[config.mk]
export PLATFORM = sky130hd
export DESIGN_NAME = instr_fetch
export DESIGN_NICKNAME = d
export VERILOG_FILES = /design/src/rtl/gpp_pkg.sv /design/src/rtl/pc_reg.sv /design/src/rtl/instr_fetch.sv
export SDC_FILE = /design/constraint.sdc
export NUM_CORES = 1
export LEC_CHECK = 0
export ABC_CLOCK_PERIOD_IN_PS = 5800
export BUFFER_PORTS_ARGS = -buffer_cell sky130_fd_sc_hd__buf_2
export CAP_MARGIN = 20
export CORE_UTILIZATION = 45
export CTS_CLUSTER_SIZE = 10
export DETAILED_ROUTE_END_ITERATION = 8
export GPL_ROUTABILITY_DRIVEN = 0
export PLACE_DENSITY = 0.7
export RECOVER_POWER = 100
export SYNTH_ARGS = -nofsm -noshare
export SYNTH_HDL_FRONTEND = slang
export SYNTH_SLANG_ARGS = --single-unit
[constraint.sdc]
create_clock -name clk -period 5.8 [get_ports clk]
set_input_delay 0.29 -clock clk [delete_from_list [all_inputs] [get_ports clk]]
set_output_delay 0.29 -clock clk [all_outputs]
set_load 0.005 [all_outputs]
[src/rtl/gpp_pkg.sv]
// Shared constants and types for the instruction fetch path.
package gpp_pkg;

  localparam int ADDR_W    = 9;
  localparam int INSTR_W   = 16;
  localparam int MEM_DEPTH = 400;

  // Fetch controller phases, in the order a program walks through them.
  typedef enum logic [2:0] {
    ST_IDLE  = 3'd0,
    ST_LOAD  = 3'd1,
    ST_REQ   = 3'd2,
    ST_WAIT  = 3'd3,
    ST_VALID = 3'd4,
    ST_DONE  = 3'd5
  } fetch_state_e;

endpackage

[src/rtl/pc_reg.sv]
// Program counter with load/increment controls and the range compares
// the fetch FSM needs against the loaded program length.
module pc_reg #(
  parameter int ADDR_W = gpp_pkg::ADDR_W
) (
  input  logic              clk,
  input  logic              rst,
  input  logic              load_i,
  input  logic [ADDR_W-1:0] load_val_i,
  input  logic              inc_i,
  input  logic [ADDR_W-1:0] prog_len_i,
  input  logic [ADDR_W-1:0] target_i,
  output logic [ADDR_W-1:0] pc_o,
  output logic              last_o,
  output logic              target_ok_o
);

  logic [ADDR_W-1:0] pc_q, pc_d;

  // Load wins over increment; a branch never coincides with a counted fetch.
  always_comb begin
    pc_d = pc_q;
    if (load_i)
      pc_d = load_val_i;
    else if (inc_i)
      pc_d = pc_q + ADDR_W'(1);
  end

  // PC state, cleared asynchronously with the rest of the fetch path.
  always_ff @(posedge clk or negedge rst) begin
    if (!rst)
      pc_q <= '0;
    else
      pc_q <= pc_d;
  end

  // pc < prog_len <= MEM_DEPTH < 2^ADDR_W, so pc+1 cannot wrap here.
  assign last_o      = ((pc_q + ADDR_W'(1)) == prog_len_i);
  assign target_ok_o = (target_i < prog_len_i);
  assign pc_o        = pc_q;

endmodule

[src/rtl/instr_fetch.sv]
// Fetch controller: sequences the program load into instruction memory,
// then fetches one instruction per request and hands it to the decoder
// over a valid/ready handshake. Owns pc, branch redirects and end-of-program.
module instr_fetch #(
  parameter int ADDR_W    = gpp_pkg::ADDR_W,
  parameter int INSTR_W   = gpp_pkg::INSTR_W,
  parameter int MEM_DEPTH = gpp_pkg::MEM_DEPTH
) (
  input  logic               clk,
  input  logic               rst,
  input  logic               start,
  output logic               read_file,
  output logic               read_memory,
  output logic [ADDR_W-1:0]  pos,
  input  logic               fin_file,
  input  logic [INSTR_W-1:0] return_instr_line,
  output logic               instr_valid,
  input  logic               instr_ready,
  output logic [INSTR_W-1:0] instr,
  output logic [ADDR_W-1:0]  instr_pc,
  input  logic               branch_valid,
  input  logic [ADDR_W-1:0]  branch_target,
  output logic [ADDR_W-1:0]  prog_len,
  output logic               loaded,
  output logic               done,
  output logic               err
);
  import gpp_pkg::*;

  localparam logic [ADDR_W-1:0] DEPTH_A = ADDR_W'(MEM_DEPTH);

  fetch_state_e       state_q;
  logic [ADDR_W-1:0]  prog_len_q;
  logic [ADDR_W-1:0]  instr_pc_q;
  logic [INSTR_W-1:0] instr_q;
  logic               loaded_q, valid_q, done_q, err_q;

  logic [ADDR_W-1:0]  pc;
  logic [ADDR_W-1:0]  pc_load_val;
  logic               pc_load, pc_inc, pc_last, tgt_ok;
  logic               active, load_exit, handshake, branch_act;

  // Strobes to memory and pc controls, all decoded from the current state.
  always_comb begin
    active      = (state_q == ST_REQ) || (state_q == ST_WAIT) || (state_q == ST_VALID);
    load_exit   = fin_file || (prog_len_q == DEPTH_A);
    // Combinational so it drops in the very cycle fin_file is seen.
    read_file   = (state_q == ST_LOAD) && !fin_file && (prog_len_q < DEPTH_A);
    read_memory = (state_q == ST_REQ);
    handshake   = valid_q && instr_ready;
    branch_act  = active && branch_valid;
    // Out-of-range branches leave pc alone; the FSM goes to DONE instead.
    pc_load     = branch_act ? tgt_ok : ((state_q == ST_LOAD) && load_exit);
    pc_load_val = branch_act ? branch_target : '0;
    pc_inc      = (state_q == ST_VALID) && handshake && !branch_act;
  end

  pc_reg #(.ADDR_W(ADDR_W)) u_pc (
    .clk        (clk),
    .rst        (rst),
    .load_i     (pc_load),
    .load_val_i (pc_load_val),
    .inc_i      (pc_inc),
    .prog_len_i (prog_len_q),
    .target_i   (branch_target),
    .pc_o       (pc),
    .last_o     (pc_last),
    .target_ok_o(tgt_ok)
  );

  // Fetch FSM with registered decoder-side and status outputs.
  always_ff @(posedge clk or negedge rst) begin
    if (!rst) begin
      state_q    <= ST_IDLE;
      prog_len_q <= '0;
      instr_pc_q <= '0;
      instr_q    <= '0;
      loaded_q   <= 1'b0;
      valid_q    <= 1'b0;
      done_q     <= 1'b0;
      err_q      <= 1'b0;
    end else begin
      case (state_q)
        ST_IDLE: begin
          if (start) state_q <= ST_LOAD;
        end
        ST_LOAD: begin
          // The line stored on this edge is counted, including the last one.
          if (read_file) prog_len_q <= prog_len_q + ADDR_W'(1);
          if (load_exit) begin
            loaded_q <= 1'b1;
            if (prog_len_q == '0) begin
              done_q  <= 1'b1;
              state_q <= ST_DONE;
            end else begin
              state_q <= ST_REQ;
            end
          end
        end
        ST_REQ, ST_WAIT, ST_VALID: begin
          if (branch_act) begin
            // Redirect beats the handshake; whatever is in flight is dropped.
            valid_q <= 1'b0;
            if (tgt_ok) begin
              state_q <= ST_REQ;
            end else begin
              err_q   <= 1'b1;
              done_q  <= 1'b1;
              state_q <= ST_DONE;
            end
          end else if (state_q == ST_REQ) begin
            state_q <= ST_WAIT;
          end else if (state_q == ST_WAIT) begin
            instr_q    <= return_instr_line;
            instr_pc_q <= pc;
            valid_q    <= 1'b1;
            state_q    <= ST_VALID;
          end else if (handshake) begin
            valid_q <= 1'b0;
            if (pc_last) begin
              done_q  <= 1'b1;
              state_q <= ST_DONE;
            end else begin
              state_q <= ST_REQ;
            end
          end
        end
        ST_DONE: begin
          // Terminal until reset.
        end
        default: state_q <= ST_IDLE;
      endcase
    end
  end

  assign pos         = pc;
  assign instr_valid = valid_q;
  assign instr       = instr_q;
  assign instr_pc    = instr_pc_q;
  assign prog_len    = prog_len_q;
  assign loaded      = loaded_q;
  assign done        = done_q;
  assign err         = err_q;

endmodule

==> results.yml <==
drt:
  ant_nets: 0
  finalWirelength_microns: 6350
  vias_per_cell: 5.47
  drc: 0
  drtIter0Drc: 118
  drt_first_pass_iters: 4
  wl_per_cell_microns: 14.7
  vias: 2369
logic_synthesis:
  yosys_warnings: 0
  synth_area_sq_um: 2880
  synth-main-ff-cell: "dfrtp_1"
  avgSynthCellArea_sq_um: 10.2
  synth.yosys.seq_area_share: 0.434
  synth_cell_types: 52
  synthCells: 282
  async_reset_ff_frac: 1.00
  ys_ff_latch: 50
  synth_edf_count: 0
  syn-num-nets: 324
cells_and_area:
  finalNonFillerCells: 433
  area_growth_pct: 16.0
  most-common-layout-cells: "dfrtp_1, buf_2, clkbuf_1"
  fin_util: 0.552
  drive_gt1_frac: 0.237
  nets: 399
  final_common_cell: "dfrtp_1"
  diodes: 0
clock_network:
  path_clk_slew_ns: 0.09
  clkSinkCount: 50
  cts_buffers: 5
  cts_max_level: 2
  cts_resized: 0
  cts_tree: "built"
  root_buffer: "clkbuf_8"
  cts_buffer_depth: 2
  clock_latency_ns: 0.29
  post_cts_buffers: 0
  hold_buffers: 0
placement:
  port_buffers: 79
  dp_hpwl_microns: 4860
  dp_cells: 423
global_routing:
  grt_overflow: 0
  antenna_found_initial: 0
  grt_max_degree: 51
  grt_usage: 0.201
  grt_pass1_wl_microns: 10300
  grt_pass1_vias: 2108
floorplanning:
  fp.dieH_microns: 82.0
  rows: 28
  die_w_microns: 82.0
  start_util: 0.475
  core_sq_um: 6060
  dieArea_sq_um: 6730
  ios: 80
power_and_ir_drop:
  p_per_area_nw_per_um2: 428
  p_leak_uw: 0.00143
  ir_drop_mv: 0.227
outcome:
  status: "complete, but fails checks"
  violations: "capacitance limit, slew limit"
sta:
  tns_ns: 0
  period_needed_ns: 3.06
  hold_violations: 0
  setup-violations-final: 0
  slew_violations: 43
  skew_ns: 0.00371
  rsz0062_at_grt: "no"
  worst_pin_slew_ns: 2.16
  period_share: 0.528
  timing.fmax_mhz: 327
  slew_headroom: -0.443
worst_setup_path:
  critPathArrivalTime_ns: 3.22
  cp.required_ns: 5.96
  end_kind: "register"
  startpoint_type: "register"
  path_class: "register to register"
  path_max_fanout: 11
flow_run:
  drv_cap: 1
min_path:
  hold_class: "primary input to register"
==> critical path: stages, from the launching register on <==
cell,delay [ns]
dfrtp_1,0.54
inv_1,0.11
ha_1,0.30
a211oi_1,0.22
o21ai_0,0.12
a21oi_1,0.53
and2_0,0.50
or2_0,0.43
o21ai_0,0.17
==> worst paths after layout <==
path / startpoint / endpoint / slack [ns] / cells past startpoint
max in group asynchronous: rst / state_q[1] / 2.95 / 3
setup reg to reg: prog_len[2] / u_pc.pc_o[2] / 2.74 / 8
setup / recovery: prog_len[2] / u_pc.pc_o[2] / 2.74 / 8
hold reg to reg: done / done / 0.48 / 1
hold / removal: return_instr_line[1] / instr[1] / 0.22 / 2
min in group asynchronous: rst / prog_len[0] / 0.47 / 2
==> Yosys cell counts (all sizes together), types with 2 or more instances <==
cell,n,area (sq um)
nor2b,5,31.3
a21oi,13,65.1
or2,2,12.5
o21ai,15,75.1
nor4,4,46.3
nor2,19,73.8
a31oi,2,12.5
xnor2,18,158
and3,2,12.5
nor3b,3,22.5
o21bai,2,15.0
nor3,8,61.3
a211o,3,26.3
ha,11,138
xor2,7,61.3
nand2,22,82.6
buf,10,56.3
inv,13,48.8
a211oi,4,30.0
mux2,25,282
nand2b,6,37.5
mux2i,2,20.0
and2,2,12.5
nand4,6,43.8
clkbuf,4,16.3
dfrtp,50,1250
nand3,7,35.0
==> cells by family (layout without fill, tap and decap cells) <==
family,count (synthesis),count (layout),synth area share
xor+xnor,25,25,0.0760
simple gates,90,90,0.176
buf+inv,27,103,0.0421
flops,50,50,0.434
compound gates,52,52,0.119
mux,27,27,0.105
fa+ha+maj,11,11,0.0478
==> flip-flops by register name, summed over array words and instances (netlist names) <==
signal       count
u_pc.pc_o        9
state_q          3
err              1
instr_pc         9
instr           16
done             1
loaded           1
instr_valid      1
prog_len         9
==> routing by layer <==
metal / global-route usage / vias to the layer above / wire length [microns]
li1: - / 1144 / -
met1: 0.302 / 1126 / 3010
met2: 0.297 / 93 / 2860
met3: 0.0344 / 6 / 410
met4: 0.0526 / 0 / 63
met5: 0 / - / 0
==> per-stage QoR <==
| stage | hold slack [ns] | total power, uW | worst slack, ns | area [sq um] |
|---|---|---|---|---|
| after floorplan | -0.00559 | 1040 | 3.56 | 2880 |
| after global placement | 0.448 | 1250 | 3.26 | 3310 |
| after detailed placement | 0.449 | 1270 | 3.12 | 3310 |
| after CTS | 0.218 | 1470 | 3.09 | 3400 |
| after global routing | 0.212 | 1570 | 2.33 | 3340 |
| final | 0.221 | 1430 | 2.74 | 3340 |
==> final cells by class <==
cell class,instances,area [sq um]
inverter,13,48.8
clock inverter,3,21.3
fill,571,2720
sequential,50,1250
tap,75,93.8
clock buffer,5,68.8
timing repair buffer,82,372
multi-input combinational,205,1490
==> report_power, final <==
group | total (uW) | internal (uW) | switching (uW) | leakage (uW)
registers | 640 | 486 | 154 | 0.000612
logic | 589 | 301 | 288 | 0.000776
clock network | 203 | 85.0 | 118 | 0.0000441
total | 1430 | 872 | 560 | 0.00143
No activity file was read; power rests on OpenSTA's default activity.
